**src/rtl/dmem_responder.sv**
```systemverilog
// rtl/dmem_responder.sv - load/store data-memory responder with programmable wait states
`timescale 1ns/1ps
module dmem_responder #(
  parameter int WAIT_CYCLES = 1,
  parameter int ADDR_W      = 6
) (
  input  logic              clk,
  input  logic              rst_n,
  input  logic              req_valid,
  output logic              req_ready,
  input  logic              req_write,
  input  logic [1:0]        req_size,
  input  logic              req_uext,
  input  logic [ADDR_W-1:0] req_addr,
  input  logic [31:0]       req_wdata,
  output logic              rsp_valid,
  input  logic              rsp_ready,
  output logic [31:0]       rsp_rdata,
  output logic              rsp_err
);

  typedef enum logic [1:0] {ST_IDLE, ST_WAIT, ST_RESP} state_t;

  localparam logic [3:0] CNT_LOAD = (WAIT_CYCLES == 0) ? 4'd0 : 4'(WAIT_CYCLES - 1);

  state_t              state_q, state_d;
  logic [3:0]          cnt_q, cnt_d;
  logic                write_q, write_d;
  logic [1:0]          size_q, size_d;
  logic                uext_q, uext_d;
  logic [ADDR_W-1:0]   addr_q, addr_d;
  logic [31:0]         wdata_q, wdata_d;
  logic [31:0]         rdata_q, rdata_d;
  logic                err_q, err_d;
  logic [31:0]         mem_q [16];
  logic [31:0]         mem_d [16];

  // With zero wait states the access happens on the acceptance edge, so it must
  // see the incoming request rather than the (not yet loaded) latched copy.
  logic                acc_write;
  logic [1:0]          acc_size;
  logic                acc_uext;
  logic [ADDR_W-1:0]   acc_addr;
  logic [31:0]         acc_wdata;
  logic [3:0]          acc_idx;
  logic [1:0]          acc_lane;
  logic [31:0]         acc_word;
  logic [31:0]         word_shr;
  logic [7:0]          byte_v;
  logic [15:0]         half_v;
  logic [31:0]         load_data;
  logic [31:0]         wdata_sh;
  logic [3:0]          byte_en;
  logic [31:0]         merged;
  logic                acc_err;
  logic                do_access;

  always_comb begin
    if (state_q == ST_IDLE) begin
      acc_write = req_write;
      acc_size  = req_size;
      acc_uext  = req_uext;
      acc_addr  = req_addr;
      acc_wdata = req_wdata;
    end else begin
      acc_write = write_q;
      acc_size  = size_q;
      acc_uext  = uext_q;
      acc_addr  = addr_q;
      acc_wdata = wdata_q;
    end
    acc_idx  = acc_addr[5:2];
    acc_lane = acc_addr[1:0];
    acc_word = mem_q[acc_idx];

    acc_err = (acc_size == 2'b11) ||
              ((acc_size == 2'b01) && acc_lane[0]) ||
              ((acc_size == 2'b10) && (acc_lane != 2'b00));

    word_shr = acc_word >> {acc_lane, 3'b000};
    byte_v   = word_shr[7:0];
    half_v   = acc_lane[1] ? acc_word[31:16] : acc_word[15:0];
    case (acc_size)
      2'b00:   load_data = {{24{~acc_uext & byte_v[7]}}, byte_v};
      2'b01:   load_data = {{16{~acc_uext & half_v[15]}}, half_v};
      2'b10:   load_data = acc_word;
      default: load_data = 32'h0;
    endcase

    wdata_sh = acc_wdata << {acc_lane, 3'b000};
    case (acc_size)
      2'b00:   byte_en = 4'b0001 << acc_lane;
      2'b01:   byte_en = 4'b0011 << acc_lane;
      default: byte_en = 4'b1111;
    endcase
    for (int i = 0; i < 4; i++) begin
      merged[8*i +: 8] = byte_en[i] ? wdata_sh[8*i +: 8] : acc_word[8*i +: 8];
    end
  end

  always_comb begin
    state_d   = state_q;
    cnt_d     = cnt_q;
    write_d   = write_q;
    size_d    = size_q;
    uext_d    = uext_q;
    addr_d    = addr_q;
    wdata_d   = wdata_q;
    rdata_d   = rdata_q;
    err_d     = err_q;
    do_access = 1'b0;
    for (int i = 0; i < 16; i++) mem_d[i] = mem_q[i];

    case (state_q)
      ST_IDLE: begin
        if (req_valid) begin
          write_d = req_write;
          size_d  = req_size;
          uext_d  = req_uext;
          addr_d  = req_addr;
          wdata_d = req_wdata;
          cnt_d   = CNT_LOAD;
          if (WAIT_CYCLES == 0) begin
            do_access = 1'b1;
            state_d   = ST_RESP;
          end else begin
            state_d   = ST_WAIT;
          end
        end
      end
      ST_WAIT: begin
        if (cnt_q == 4'd0) begin
          do_access = 1'b1;
          state_d   = ST_RESP;
        end else begin
          cnt_d = cnt_q - 4'd1;
        end
      end
      ST_RESP: begin
        if (rsp_ready) state_d = ST_IDLE;
      end
      default: state_d = ST_IDLE;
    endcase

    if (do_access) begin
      err_d   = acc_err;
      rdata_d = (acc_err || acc_write) ? 32'h0 : load_data;
      if (acc_write && !acc_err) mem_d[acc_idx] = merged;
    end
  end

  always_ff @(posedge clk or negedge rst_n) begin
    if (!rst_n) begin
      state_q <= ST_IDLE;
      cnt_q   <= 4'd0;
      write_q <= 1'b0;
      size_q  <= 2'b00;
      uext_q  <= 1'b0;
      addr_q  <= '0;
      wdata_q <= 32'h0;
      rdata_q <= 32'h0;
      err_q   <= 1'b0;
      for (int i = 0; i < 16; i++) mem_q[i] <= 32'h0;
    end else begin
      state_q <= state_d;
      cnt_q   <= cnt_d;
      write_q <= write_d;
      size_q  <= size_d;
      uext_q  <= uext_d;
      addr_q  <= addr_d;
      wdata_q <= wdata_d;
      rdata_q <= rdata_d;
      err_q   <= err_d;
      for (int i = 0; i < 16; i++) mem_q[i] <= mem_d[i];
    end
  end

  assign req_ready = (state_q == ST_IDLE);
  assign rsp_valid = (state_q == ST_RESP);
  assign rsp_rdata = rdata_q;
  assign rsp_err   = err_q;

endmodule

```
**config.mk**
```make
export PLATFORM = sky130hd
export DESIGN_NAME = dmem_responder
export DESIGN_NICKNAME = d
export VERILOG_FILES = /design/src/rtl/dmem_responder.sv
export SDC_FILE = /design/constraint.sdc
export NUM_CORES = 1
export LEC_CHECK = 0
export ABC_AREA = 0
export CAP_MARGIN = 15
export CELL_PAD_IN_SITES_DETAIL_PLACEMENT = 0
export CELL_PAD_IN_SITES_GLOBAL_PLACEMENT = 1
export CORE_MARGIN = 2
export CORE_UTILIZATION = 45
export DETAILED_ROUTE_END_ITERATION = 7
export PLACE_DENSITY_LB_ADDON = 0.1
export SETUP_SLACK_MARGIN = 0.02
export SYNTH_ARGS = -nofsm -noshare
export SYNTH_HDL_FRONTEND = slang
export SYNTH_SLANG_ARGS = --single-unit
```
**constraint.sdc**
```tcl
create_clock -name clk -period 4.2 [get_ports clk]
set_clock_uncertainty 0.1 [all_clocks]
set_input_delay 1.05 -clock clk [delete_from_list [all_inputs] [get_ports clk]]
set_output_delay 1.05 -clock clk [all_outputs]
set_load 0.01 [all_outputs]
```
* Yosys cells after proc, flatten, opt, wreduce, memory -nomap -nowiden
Index checks and enable logic that the tools add are counted.
** Word-level totals
- Flip-flop bits (word level) :: 593
- Bits of input ports :: 46
- Output and inout port bits :: 35
** Operators by class
- Multiplexer cells :: 28
- Add/subtract/negate cells :: 1
- Shifts and indexed selects :: 4
- Reduce and logical (&&, ||, !) cells :: 17
- Equality and inequality tests :: 9
- Bitwise operators :: 4
- $lt $le $gt $ge :: 2
** Operator list (count)
- $bwmux W512 :: 1
- $mux W32 :: 5
- $bmux W32 S4 :: 1
- $demux W32 S4 :: 1
- $pmux W32 S3 :: 1
- $mux W8 :: 4
- $shl A32 B5 Y32 :: 1
- $shr A32 B5 Y8 :: 1
- $mux W16 :: 1
- $pmux W4 S2 :: 2
- $mux W2 :: 4
- $mux W4 :: 2
- $eq A2 B2 Y1 const B :: 3
- $mux W6 :: 1
- $ne A2 B2 Y1 const B :: 3
- $pmux W2 S3 :: 1
- $reduce_and A3 Y1 :: 2
- $ge A5 B5 Y1 const B :: 1
- $lt A5 B1 Y1 const B :: 1
- $not A4 Y5 :: 1
- $eq A2 B1 Y1 const B :: 2
- $logic_and A1 B1 Y1 :: 4
- $logic_not A2 Y1 :: 2
- $logic_not A4 Y1 :: 1
- 11 further kinds :: 19

* Depth between registers and ports, before layout
Gate-level depths: netlist of run 1.
- Depth after elaboration :: 10
- Gate-level depth with buffers :: 14
- Mapped depth without buffers :: 9

* Worst setup path before layout of run 1
Ideal clock, no wire load.
- Kind :: input to register
- Start point :: in req_addr[4]
- End point :: reg mem_q[428] in the netlist's numbering
- Data arrival time :: 3260 ps
- Data required time :: 3965 ps
- Library setup time :: 135 ps
- Stages on the path :: 11
- Slack :: 706 ps
- Buffers on the path :: 4
- Path through :: buf_2 -> or3b_2 -> nand2_1 -> buf_2 -> buf_4 -> mux4_2 -> nand2_1 -> o211ai_1 -> a21oi_1 -> clkbuf_2 -> o21ai_0
** On the way
- Word-level cells in the longest chain between the ends :: 7
** Ends and longest elaborated chain
- from (decl) :: line 14 : input logic [ADDR_W-1:0] req_addr,
- $mux W6 * :: line 59 : if (state_q == ST_IDLE) begin
- $not A4 Y5 (not written as such) * :: line 74, 148
- $ge A5 B5 Y1 (not written as such), or another cell as far along :: line 148 : if (acc_write && !acc_err) mem_d[acc_idx] = merged;
- $logic_and A1 B1 Y1 (not written as such) / $mux W32 (equally long branches) :: line 148, 74
- $mux W32 (on tied branches) :: line 148, 74
- $demux W32 S4 / $mux W8 (equally long branches) :: line 148, 97
- $bwmux W512 * :: line 148
- to (decl) :: line 35 : logic [31:0] mem_q [16];
Every way passes the cells marked *; elsewhere a longest branch is shown, timed or not. The select of a mux whose other input is x is not followed.
A chain may end at the register's enable or synchronous reset.

* Worst setup path in the final report of run 1
- Start point :: in req_addr[2]
- End point :: reg mem_q[99] in the netlist's numbering
Same word-level chain as after synthesis.

==> impl_metrics.csv, run 1 <==
group,metric,value,unit
run_status,status,"complete, no violations",
floorplanning,chipWidth,252.9,um
floorplanning,initial_core_util,45.36,%
place,dp.cells,3780,
place,placed_area,0.03074,sq mm
logic_synthesis,synth_edf_count,0,
layout,drive_gt1_share,15.49,%
logic_synthesis,syn_inst,2940,
logic_synthesis,ys_seq_area_share,53.21,%
clock_network,holdBufCountCts,0,
clock_network,cts_tree,"yes",
layout,syn_to_final_growth,18.20,%
clock_network,cts_setup_buffers,0,
clock_network,cts_root_buf,"clkbuf_16",
logic_synthesis,synthArstFlopShare,100.0,%
layout,finish.utilization,53.61,%
hold_path,hold_path.class,"input pin to asynchronous set/reset pin",
global_route,grt_pass1_wl,142400,um
clock_network,cts_resized,0,
setup_path,worst-setup-path-type,"input pin to flop",
floorplanning,core-area,0.06148,sq mm
global_route,grt_overflow,0,
floorplanning,die-area,0.06398,sq mm
logic_synthesis,yosys_register_bits,593,
place,dpl.hpwl,61140,um
setup_path,rr_worst_depth,10,
sta,min_period_over_period,94.60,%
pwr,p_per_area,915.8,mW/mm^2
clock_network,cts_max_path_buffers,3,
sta,worstMarginPinSlew,1179,ps
layout,final_common_cell,"nand2_1",
flow_run,maxCapViolCount,0,
setup_path,cp.buffers_inverters,5,
floorplanning,io_pins,81,
layout,stdcell_count,3896,
drt,drt_iter0_drc,2022,
logic_synthesis,synth.avg_cell_area,9.485,sq um
clock_network,htree_levels,3,
pwr,vdd_ir_drop_max,0.4684,mV
drt,vias_per_cell,5.875,
logic_synthesis,syn_nets,2988,
floorplanning,rows,91,
setup_path,crit_path_max_incr_delay,590,ps
setup_path,path_max_fanout,16,
drt,drtAntennaViolNets,0,
setup_path,endpoint_kind,"flop",
place,place_congestion,0.8773,
setup_path,worstReg2RegEnd,"mem_q[178]$_DFFE_PN0P_",
layout,final_cell_mix,"nand2_1, dfrtp_1, o21ai_1",
setup_path,crit_required,4540,ps
sta,maxSlewViolCount,0,
global_route,grt_start_max_net_pins,90,
sta,max_slew_margin,21.38,%
drt,routed_wirelength,92600,um
sta,rsz0062_at_grt,"no",
global_route,grt_pass1_vias,22490,
clock_network,cts_sinks,593,
drt,vias,22890,
layout,nNetsFinal,3109,
logic_synthesis,synth_ff_type,"dfrtp_1",
drt,drt-pass1-iter-count,6,
global_route,grtUsageTotal,29.50,%
logic_synthesis,ys.warnings.count,0,
setup_path,reg2reg_from,"state_q[1]$_DFFE_PN0P_",
sta,finalSetupTns,0,ps
setup_path,start_kind,"input pin",
drt,wire_per_inst,23.77,um
setup_path,crit_path_cell_trace,"clkdlybuf4s50_1 > or3b_1 > nand2_8 > buf_12 > buf_4 > mux2i_1 > a221oi_1 > buf_4 > a32oi_1 > nand2_2 > a21oi_4 > buf_12 > o21ai_0",
layout,design_area,0.03296,sq mm
sta,fmax,0.2517,GHz
setup_path,r2r_slack,350,ps
clock_network,clkLatencyLatePin,610,ps
sta,fin_crit,3973,ps
logic_synthesis,ys_types,81,
drt,drcViolationCount,0,
sta,setup_violations,0,
setup_path,path_delay_family,"buffers and inverters",
sta,hold_violations,0,
floorplanning,die_y,252.9,um
logic_synthesis,netlist_area,0.02789,sq mm
setup_path,crit_arrival,4320,ps
clock_network,cts_buffers,69,
place,port_buffers,80,
clock_network,clkSlewWorstSetupHoldPaths,50,ps
global_route,antenna_found_initial,1,
pwr,leakage,14.19,nW
layout,nFillCells,5603,
sta,hold_slack,365.4,ps
setup_path,slowest_stage,"clkdlybuf4s50_1",
where the power goes:
group | internal, W | switching, W
registers | 0.00766 | 0.00118
clock network | 0.00355 | 0.00237
logic | 0.00579 | 0.00965
flip-flops by register name (all words and copies together), names as in the netlist, 2 cells and up:
| signal | count |
|---|---|
| wdata_q | 32 |
| cnt_q | 4 |
| rsp_rdata | 32 |
| size_q | 2 |
| addr_q | 6 |
| mem_q | 512 |
| state_q | 2 |
metrics by stage:
step / setup slack, ps / power, W
after floorplan: 705.7 / 0.01704
after global placement: -483.0 / 0.02387
after detailed placement: -467.3 / 0.02409
after CTS: 127.4 / 0.03011
after global routing: 53.27 / 0.03183
final: 226.8 / 0.03019
cells in the mapped netlist, types with 13 or more instances:
cell	n	share of area [%]
o221ai_1	13	0.41
dfrtp_1	593	53
a221o_1	17	0.61
nand2b_1	22	0.49
nand3_1	76	1.4
o22ai_1	22	0.49
o21ai_0	272	4.9
mux2i_1	81	2.9
nor2_1	79	1.1
buf_4	13	0.35
nor3_1	18	0.32
o211ai_1	19	0.51
a21oi_1	49	0.88
nand4_1	19	0.43
clkbuf_1	133	1.8
o21ai_1	301	5.4
a221oi_1	19	0.60
nand2_1	773	10
mux4_2	18	1.5
mux2_2	62	2.5
a31oi_1	13	0.29
a21oi_2	19	0.60
buf_2	59	1.1
a32oi_1	31	0.97
a211oi_1	20	0.54
kinds of logic (layout without fill, tap and decap cells):
| logic type | count (synthesis) | in the layout | synth area share [%] |
|---|---|---|---|
| other | 0 | 1 | 0 |
| buffers and inverters | 253 | 418 | 4.675 |
| AO/OA/AOI/OAI | 872 | 872 | 18.80 |
| adder cells (fa/ha/maj) | 2 | 2 | 0.08972 |
| flip-flops | 593 | 593 | 53.21 |
| AND/OR/NAND/NOR | 1054 | 1054 | 16.00 |
| multiplexers | 166 | 166 | 7.224 |
layer usage:
metal	up-vias	GRT usage [%]	part of all wire, %
li1	10610	-	-
met1	11360	42.22	45
met2	748	46.41	46
met3	172	4.102	6.1
met4	2	9.569	2.9
met5	-	0	0.011
how the worst max path moves through the flow:
stage | from | end | cells after the start
after detailed placement | req_addr[2] | mem_q[99]$_DFFE_PN0P_ | 13
final | req_addr[2] | mem_q[99]$_DFFE_PN0P_ | 13
after global placement | req_addr[2] | mem_q[99]$_DFFE_PN0P_ | 13
after floorplan | req_addr[4] | mem_q[428]$_DFFE_PN0P_ | 11
after CTS | req_addr[2] | mem_q[99]$_DFFE_PN0P_ | 13
after global routing | req_addr[2] | mem_q[99]$_DFFE_PN0P_ | 13
area by class of cell:
| type | count | area [sq um] | area share (%) |
|---|---|---|---|
| antenna | 1 | 2.502 | 0.007592 |
| tap | 790 | 988.4 | 2.999 |
| clock inverter | 10 | 106.4 | 0.3227 |
| clock buffer | 105 | 2105 | 6.385 |
| timing repair buffer | 294 | 3063 | 9.292 |
| sequential | 593 | 14840 | 45.02 |
| inverter | 9 | 36.28 | 0.1101 |
| multi-input combinational | 2094 | 11820 | 35.86 |
Power figures use the tool's default switching activity.
==> run 2: changes to the inputs <==
--- a/config.mk
+++ b/config.mk
@@ -12,6 +12,7 @@
 export CORE_MARGIN = 2
 export CORE_UTILIZATION = 45
 export DETAILED_ROUTE_END_ITERATION = 7
+export HOLD_SLACK_MARGIN = 0.08
 export PLACE_DENSITY_LB_ADDON = 0.1
 export SETUP_SLACK_MARGIN = 0.02
 export SYNTH_ARGS = -nofsm -noshare
==> results of run 2 <==
Final layout, timing and power as in run 1 (identical DEF).
